===== src/rtl/alu_pkg.sv =====
// Shared opcode, FSM state encoding and default widths for the sequential ALU.
// Latency: n/a (declarations only).
// Backpressure: n/a.
package alu_pkg;

  localparam int DEFAULT_WIDTH   = 20;
  localparam int DEFAULT_SHAMT_W = 5;

  typedef enum logic [3:0] {
    OP_NOT  = 4'd0,
    OP_AND  = 4'd1,
    OP_OR   = 4'd2,
    OP_XOR  = 4'd3,
    OP_ADD  = 4'd4,
    OP_ADC  = 4'd5,
    OP_SUB  = 4'd6,
    OP_SBB  = 4'd7,
    OP_INC  = 4'd8,
    OP_DEC  = 4'd9,
    OP_SHL  = 4'd10,
    OP_SHR  = 4'd11,
    OP_ROL  = 4'd12,
    OP_ROR  = 4'd13,
    OP_CMP  = 4'd14,
    OP_CLRF = 4'd15
  } alu_op_e;

  typedef enum logic [1:0] {
    IDLE  = 2'd0,
    SHIFT = 2'd1,
    DONE  = 2'd2
  } alu_state_e;

  // Shift/rotate ops run one bit per cycle in the SHIFT state.
  function automatic logic is_shift(input logic [3:0] op);
    return (op == OP_SHL) || (op == OP_SHR) || (op == OP_ROL) || (op == OP_ROR);
  endfunction

endpackage


===== src/rtl/alu_step.sv =====
// Single-step combinational ALU datapath: logic, arithmetic and one-bit shift/rotate.
// Latency: combinational, zero cycles.
// Backpressure: none; the caller decides when the result is captured.
module alu_step
  import alu_pkg::*;
#(
  parameter int WIDTH = DEFAULT_WIDTH
) (
  input  logic [3:0]       op,
  input  logic             mode,
  input  logic [WIDTH-1:0] a,
  input  logic [WIDTH-1:0] b,
  input  logic             cin,
  output logic [WIDTH-1:0] res,
  output logic [WIDTH-1:0] flag_res,
  output logic             cout
);

  localparam int HW = WIDTH / 2;

  logic [WIDTH-1:0] mask, am, bm, op_b, rot_in;
  logic             op_c, a_msb;
  logic [WIDTH:0]   sum, diff;
  logic             sum_c, diff_b;

  // Operand masking to the active width and selection of the adder inputs.
  always_comb begin
    mask   = mode ? {WIDTH{1'b1}} : {{(WIDTH-HW){1'b0}}, {HW{1'b1}}};
    am     = a & mask;
    bm     = b & mask;
    a_msb  = mode ? a[WIDTH-1] : a[HW-1];
    rot_in = mode ? {am[0], {(WIDTH-1){1'b0}}} : (WIDTH'(am[0]) << (HW-1));
    op_b   = bm;
    op_c   = 1'b0;
    case (op)
      OP_ADC, OP_SBB: op_c = cin;
      OP_INC, OP_DEC: op_b = WIDTH'(1);
      default:        op_c = 1'b0;
    endcase
    // Carry/borrow is taken at bit AW, just above the active MSB.
    sum    = {1'b0, am} + {1'b0, op_b} + (WIDTH+1)'(op_c);
    diff   = {1'b0, am} - {1'b0, op_b} - (WIDTH+1)'(op_c);
    sum_c  = mode ? sum[WIDTH]  : sum[HW];
    diff_b = mode ? diff[WIDTH] : diff[HW];
  end

  // Result and carry selection per opcode; flag_res differs from res only for CMP.
  always_comb begin
    res  = '0;
    cout = 1'b0;
    case (op)
      OP_NOT:                 res = ~am & mask;
      OP_AND:                 res = am & bm;
      OP_OR:                  res = am | bm;
      OP_XOR:                 res = am ^ bm;
      OP_ADD, OP_ADC, OP_INC: begin res = sum[WIDTH-1:0] & mask;  cout = sum_c;  end
      OP_SUB, OP_SBB, OP_DEC: begin res = diff[WIDTH-1:0] & mask; cout = diff_b; end
      OP_SHL:                 begin res = (am << 1) & mask;                   cout = a_msb; end
      OP_SHR:                 begin res = am >> 1;                            cout = am[0]; end
      OP_ROL:                 begin res = ((am << 1) | WIDTH'(a_msb)) & mask; cout = a_msb; end
      OP_ROR:                 begin res = (am >> 1) | rot_in;                 cout = am[0]; end
      OP_CMP:                 begin res = am;                                 cout = diff_b; end
      default:                begin res = '0;                                 cout = 1'b0;  end
    endcase
    flag_res = (op == OP_CMP) ? (diff[WIDTH-1:0] & mask) : res;
  end

endmodule


===== src/rtl/seq_alu.sv =====
// Sequential ALU: one request at a time, shifts/rotates iterate one bit per cycle.
// Latency: 1 cycle for non-shift ops, k+1 cycles for a shift/rotate by k>0.
// Backpressure: in_ready only in IDLE; result and flags hold in DONE until out_ready.
module seq_alu
  import alu_pkg::*;
#(
  parameter int WIDTH   = DEFAULT_WIDTH,
  parameter int SHAMT_W = DEFAULT_SHAMT_W
) (
  input  logic             clk,
  input  logic             rst,
  input  logic             in_valid,
  output logic             in_ready,
  input  logic [3:0]       op,
  input  logic             mode,
  input  logic [WIDTH-1:0] a,
  input  logic [WIDTH-1:0] b,
  output logic             out_valid,
  input  logic             out_ready,
  output logic [WIDTH-1:0] result,
  output logic             flag_zero,
  output logic             flag_sign,
  output logic             flag_carry
);

  localparam int HW = WIDTH / 2;

  alu_state_e         state_q, state_d;
  logic [WIDTH-1:0]   result_q, result_d;
  logic               zero_q, zero_d, sign_q, sign_d, carry_q, carry_d;
  logic [3:0]         op_q, op_d;
  logic               mode_q, mode_d;
  logic [SHAMT_W-1:0] cnt_q, cnt_d, k;

  logic [3:0]         st_op;
  logic               st_mode, st_cin;
  logic [WIDTH-1:0]   st_a, st_b, st_res, st_fres;
  logic               st_cout;

  function automatic logic [WIDTH-1:0] mask_aw(input logic [WIDTH-1:0] v, input logic md);
    return md ? v : (v & {{(WIDTH-HW){1'b0}}, {HW{1'b1}}});
  endfunction

  function automatic logic msb_aw(input logic [WIDTH-1:0] v, input logic md);
    return md ? v[WIDTH-1] : v[HW-1];
  endfunction

  assign k = b[SHAMT_W-1:0];

  // Datapath operands: the live request in IDLE, the working value while shifting.
  always_comb begin
    if (state_q == SHIFT) begin
      st_op = op_q;  st_mode = mode_q; st_a = result_q; st_b = '0; st_cin = 1'b0;
    end else begin
      st_op = op;    st_mode = mode;   st_a = a;        st_b = b;  st_cin = carry_q;
    end
  end

  alu_step #(.WIDTH(WIDTH)) u_step (
    .op       (st_op),
    .mode     (st_mode),
    .a        (st_a),
    .b        (st_b),
    .cin      (st_cin),
    .res      (st_res),
    .flag_res (st_fres),
    .cout     (st_cout)
  );

  // Next-state, working value and flag update logic.
  always_comb begin
    state_d  = state_q;
    result_d = result_q;
    zero_d   = zero_q;
    sign_d   = sign_q;
    carry_d  = carry_q;
    op_d     = op_q;
    mode_d   = mode_q;
    cnt_d    = cnt_q;
    case (state_q)
      IDLE: begin
        if (in_valid) begin
          op_d   = op;
          mode_d = mode;
          if (is_shift(op) && (k != '0)) begin
            state_d  = SHIFT;
            result_d = mask_aw(a, mode);
            cnt_d    = k;
          end else begin
            state_d = DONE;
            if (is_shift(op)) begin
              // Zero-count shift: nothing moves, so no bit is shifted out.
              result_d = mask_aw(a, mode);
              zero_d   = (mask_aw(a, mode) == '0);
              sign_d   = msb_aw(a, mode);
              carry_d  = 1'b0;
            end else if (op == OP_CLRF) begin
              result_d = '0;
              zero_d   = 1'b0;
              sign_d   = 1'b0;
              carry_d  = 1'b0;
            end else begin
              result_d = st_res;
              zero_d   = (st_fres == '0);
              sign_d   = msb_aw(st_fres, mode);
              carry_d  = st_cout;
            end
          end
        end
      end
      SHIFT: begin
        result_d = st_res;
        cnt_d    = cnt_q - SHAMT_W'(1);
        if (cnt_q == SHAMT_W'(1)) begin
          state_d = DONE;
          zero_d  = (st_res == '0);
          sign_d  = msb_aw(st_res, mode_q);
          carry_d = st_cout;
        end
      end
      DONE: begin
        if (out_ready) state_d = IDLE;
      end
      default: state_d = IDLE;
    endcase
  end

  // State registers; reset discards any in-flight operation immediately.
  always_ff @(posedge clk or posedge rst) begin
    if (rst) begin
      state_q  <= IDLE;
      result_q <= '0;
      zero_q   <= 1'b0;
      sign_q   <= 1'b0;
      carry_q  <= 1'b0;
      op_q     <= 4'd0;
      mode_q   <= 1'b0;
      cnt_q    <= '0;
    end else begin
      state_q  <= state_d;
      result_q <= result_d;
      zero_q   <= zero_d;
      sign_q   <= sign_d;
      carry_q  <= carry_d;
      op_q     <= op_d;
      mode_q   <= mode_d;
      cnt_q    <= cnt_d;
    end
  end

  assign in_ready   = (state_q == IDLE);
  assign out_valid  = (state_q == DONE);
  assign result     = result_q;
  assign flag_zero  = zero_q;
  assign flag_sign  = sign_q;
  assign flag_carry = carry_q;

endmodule


===== config.mk =====
export PLATFORM = sky130hd
export DESIGN_NAME = seq_alu
export DESIGN_NICKNAME = d
export VERILOG_FILES = /design/src/rtl/alu_pkg.sv /design/src/rtl/alu_step.sv /design/src/rtl/seq_alu.sv
export SDC_FILE = /design/constraint.sdc
export NUM_CORES = 1
export LEC_CHECK = 0
export ABC_AREA = 1
export CAP_MARGIN = 10
export CORE_AREA = 2 2 94 142
export DETAILED_ROUTE_END_ITERATION = 12
export DIE_AREA = 0 0 96 144
export PLACE_DENSITY = 0.85
export RECOVER_POWER = 50
export SYNTH_ARGS = -nofsm -noshare
export SYNTH_HDL_FRONTEND = slang
export SYNTH_SLANG_ARGS = --single-unit

===== constraint.sdc =====
create_clock -name clk -period 4.8 [get_ports clk]
set_input_delay 0.96 -clock clk [delete_from_list [all_inputs] [get_ports clk]]
set_output_delay 0.96 -clock clk [all_outputs]
set_load 0.005 [all_outputs]

==> implementation parameters <==
Parameter                              Value

Global routing
  Antenna violations before repair    0
  Total global routing track utilization    42.3%
  Overall overflow remaining after global route    0
  Number of global-route vias before repair    ~9100
  Global-route wire length before repair    around 45 mm
  Maximum number of pins on one net before global-route repair    36

Routing
  Pre-Repair DR Iteration Count    5
  Wire per inst    between 15 and 20 um
  Total number of vias    between 9000 and 10000
  Detailed-route DRC error count    0
  DR iter-0 viols    1084
  Detail Route Antenna Nets    0
  Overall routed net length    roughly 29 mm
  Drt via density    about 6

STA
  Setup total negative slack    0 ps
  Slew @ Worst Pin    roughly 2000 ps
  Total setup violations reported at the end of the flow    0
  Final Max Slew Viols    36
  Fin crit period    about 4600 ps
  Max Clock Freq    about 220 MHz
  Final worst path period share    96.8%
  Fin. Hold Viols    0
  Setup skew after layout    between 7 and 8 ps
  Worst max-slew margin expressed relative to the limit    -35.0%

Place
  Half-perimeter wire length of the detailed placement result    between 20 and 25 mm
  Placed cell areas    0.00931 sq mm
  Placer's final routability congestion estimate    1.02
  Port Buffers    73

Critical path
  Path type of the worst setup path    input port to flip-flop
  Cell seen most often among critical-path stages    sky130_fd_sc_hd__nand2_1
  Critical path required time    between 5000 and 6000 ps
  Family of cells with the greatest summed delay on the critical path    simple AND/OR/NAND/NOR gates
  Sort of element at the end of the critical path    flip-flop
  Reg2reg setup slack    between 400 and 500 ps
  Critical path buffers and inverters    5
  Critical Path AT    a little under 5000 ps
  Biggest fanout along the worst timing path    4
  Slowest stage delay, CP    around 470 ps
  Slowest stage cell, crit path    sky130_fd_sc_hd__clkdlybuf4s50_1
  Kind of start point of the critical path    input port

CTS
  Worst-skew pair later-pin latency    between 200 and 300 ps
  Maximum root-to-sink buffer count    2
  Clock Root Buffer    sky130_fd_sc_hd__clkbuf_16
  Clock-pin slew on the worst setup and hold paths    60 ps
  Inserted Clock Buffers    5
  CTS H-tree lvls    2
  CTS tree    yes
  TritonCTS Sinks    35
  Number of buffers added to fix hold violations after cts    0

Die
  Row Count    51
  I/O pin count    74
  Initial standard-cell utilization of the core    approximately three fifths
  Area of the die    0.0138 sq mm
  Width of the chip    96 um
  Height of the die    144 um
  Area of the core    between 0.01 and 0.015 sq mm

Synthesis
  Ranking of synthesized cells by instance count    sky130_fd_sc_hd__nand2_1 (342), sky130_fd_sc_hd__inv_1 (202), sky130_fd_sc_hd__nor2_1 (95)
  Top cell type's share of synthesized area    between 10% and 20%
  Most numerous cell in the Yosys netlist    sky130_fd_sc_hd__nand2_1
  Number of unique standard cell types used by synthesis    between 60 and 70
  Top cell type by total area after synthesis    sky130_fd_sc_hd__nand2_1
  Post-Syn Area per Cell    between 5 and 6 sq um
  Post-synthesis register bit count    35
  Dominant cells by area after synthesis    sky130_fd_sc_hd__nand2_1 (17%), sky130_fd_sc_hd__ha_1 (15%), sky130_fd_sc_hd__dfrtp_1 (12%), sky130_fd_sc_hd__inv_1 (10%), sky130_fd_sc_hd__nand3_1 (5.4%)
  Asr flop ratio synth    100%
  Cell area after technology mapping    roughly 0.0074 sq mm
  Number of enable-type register cells in the synthesized netlist    0
  Synth Net Count    approximately 1400
  Post-Syn Instances    1254
  Main flop type after synthesis    sky130_fd_sc_hd__dfrtp_1
  Post-synthesis sequential area ratio    11.8%
  Warnings, synthesis    0

Final layout
  Antenna diode instance count    0
  Number of filler cells placed in the layout    between 1000 and 1500
  Share of layout cells above drive strength 1    a little under a fifth
  Fin area    0.00961 sq mm
  Final-stage net count    1590
  Area overhead of the layout relative to synthesis    29.0%

Power and ir drop
  Pwr dens    697 mW/mm^2
  Leakage power summed over all cells    5.24 nW
  Worst vdd ir    approximately 0.59 mV

Flow run
  Maximum Capacitance Violations    1

Min path
  Hold Path Class    flip-flop to flip-flop

Outcome
  Violated checks    capacitance limit, slew limit
  Outcome    finished, violations left
==> power by group <==
part | internal [W] | switching [W] | leakage, nW | total (W)
sequential | 0.000452 | 0.000114 | 0.415 | 0.000566
combinational | 0.00228 | 0.00341 | 4.73 | 0.00569
clock | 0.000298 | 0.000136 | 0.0900 | 0.000434
==> metal layers <==
metal  GRT usage [%]  wire [um]  up-vias
met1            49.4      10900     4385
li1                -          -     4527
met3            7.14       2420      148
met4            23.1       1760        0
met2            72.3      14200      548
met5               0          0        -
==> worst reg2reg max path, stage by stage (launching register included) <==
cell and delay [ps]:
sky130_fd_sc_hd__dfrtp_1 420, sky130_fd_sc_hd__inv_2 150, sky130_fd_sc_hd__nand2_4 100, sky130_fd_sc_hd__inv_2 330, sky130_fd_sc_hd__buf_4 230, sky130_fd_sc_hd__nor2_1 70
sky130_fd_sc_hd__inv_1 130, sky130_fd_sc_hd__nand2_1 130, sky130_fd_sc_hd__fa_1 440, sky130_fd_sc_hd__fa_1 450, sky130_fd_sc_hd__nand2_1 110, sky130_fd_sc_hd__nand2_1 70
sky130_fd_sc_hd__nand2_2 110, sky130_fd_sc_hd__buf_4 120, sky130_fd_sc_hd__xor2_1 90, sky130_fd_sc_hd__nand2_1 80, sky130_fd_sc_hd__nand2_1 60, sky130_fd_sc_hd__a21oi_1 240
sky130_fd_sc_hd__nand2_1 90, sky130_fd_sc_hd__nor2_1 180, sky130_fd_sc_hd__buf_4 140, sky130_fd_sc_hd__nand3_1 80, sky130_fd_sc_hd__nor2_1 150, sky130_fd_sc_hd__nand4_1 100
sky130_fd_sc_hd__nand2_1 70, sky130_fd_sc_hd__inv_1 50, sky130_fd_sc_hd__a21oi_2 120
==> what timing repair did <==
action	in CTS	in global routing
endpoints found under the setup margin	0	5
buffers inserted	0	1
resized for setup	0	27
==> through the flow <==
stage / hold slack, ps / instances / utilization [%] / total power, W / setup slack [ps]
2_1_floorplan: 444 / 1254 / - / 0.00380 / 590
3_3_place_gp: 466 / 1601 / 73.3 / 0.00587 / -151
3_5_place_dp: 469 / 1601 / 73.3 / 0.00594 / -174
4_1_cts: 504 / 1609 / 74.8 / 0.00643 / 76.9
5_1_grt: 542 / 1610 / 75.6 / 0.00722 / -95.7
6_report: 504 / 1610 / 75.6 / 0.00669 / 154
==> cell type report <==
| cell class | instances | area [sq um] | area share, % |
|---|---|---|---|
| clock buffers | 5 | 125 | 1.30 |
| repair buffers | 222 | 1850 | 19.3 |
| flip-flops and latches | 35 | 876 | 9.12 |
| multi-input cells | 968 | 5670 | 59.0 |
| clock inverters | 3 | 67.6 | 0.703 |
| well taps | 159 | 199 | 2.07 |
| inverters | 218 | 821 | 8.55 |
==> placed cells by master (no fill, tap or decap), drive strengths merged, types with 8 or more instances in the layout <==
cell / n
a21oi: 76
a22oi: 11
a31oi: 11
buf: 148
clkdlybuf4s50: 64
dfrtp: 35
dlygate4sd3: 9
ha: 87
inv: 217
nand2: 367
nand3: 89
nand4: 19
nor2: 103
nor3: 9
o2111ai: 8
o21ai: 89
o22ai: 12
==> path summary, 6_finish.rpt <==
kind / startpoint / endpoint / cells past startpoint
max: op[2] / flag_zero / 30
min: op_q[1] / op_q[1] / 2
max reg2reg: state_q[1] / flag_zero / 26
min reg2reg: op_q[1] / op_q[1] / 2
max in group asynchronous: rst / cnt_q[3] / 3
min in group asynchronous: rst / result[14] / 3
==> registers in the layout (all words and copies together) (netlist names) <==
register,cells
cnt_q,5
mode_q,1
flag_zero,1
flag_carry,1
result,20
state_q,2
op_q,4
flag_sign,1
==> cell families after synthesis <==
family	count (synthesis)	synth area share, %
compound gates	260	22.3
buf+inv	251	13.4
mux	1	0.134
xor+xnor	10	1.18
flops	35	11.8
fa+ha+maj	91	15.7
simple gates	606	35.5
No activity file was read; power rests on OpenSTA's default activity.
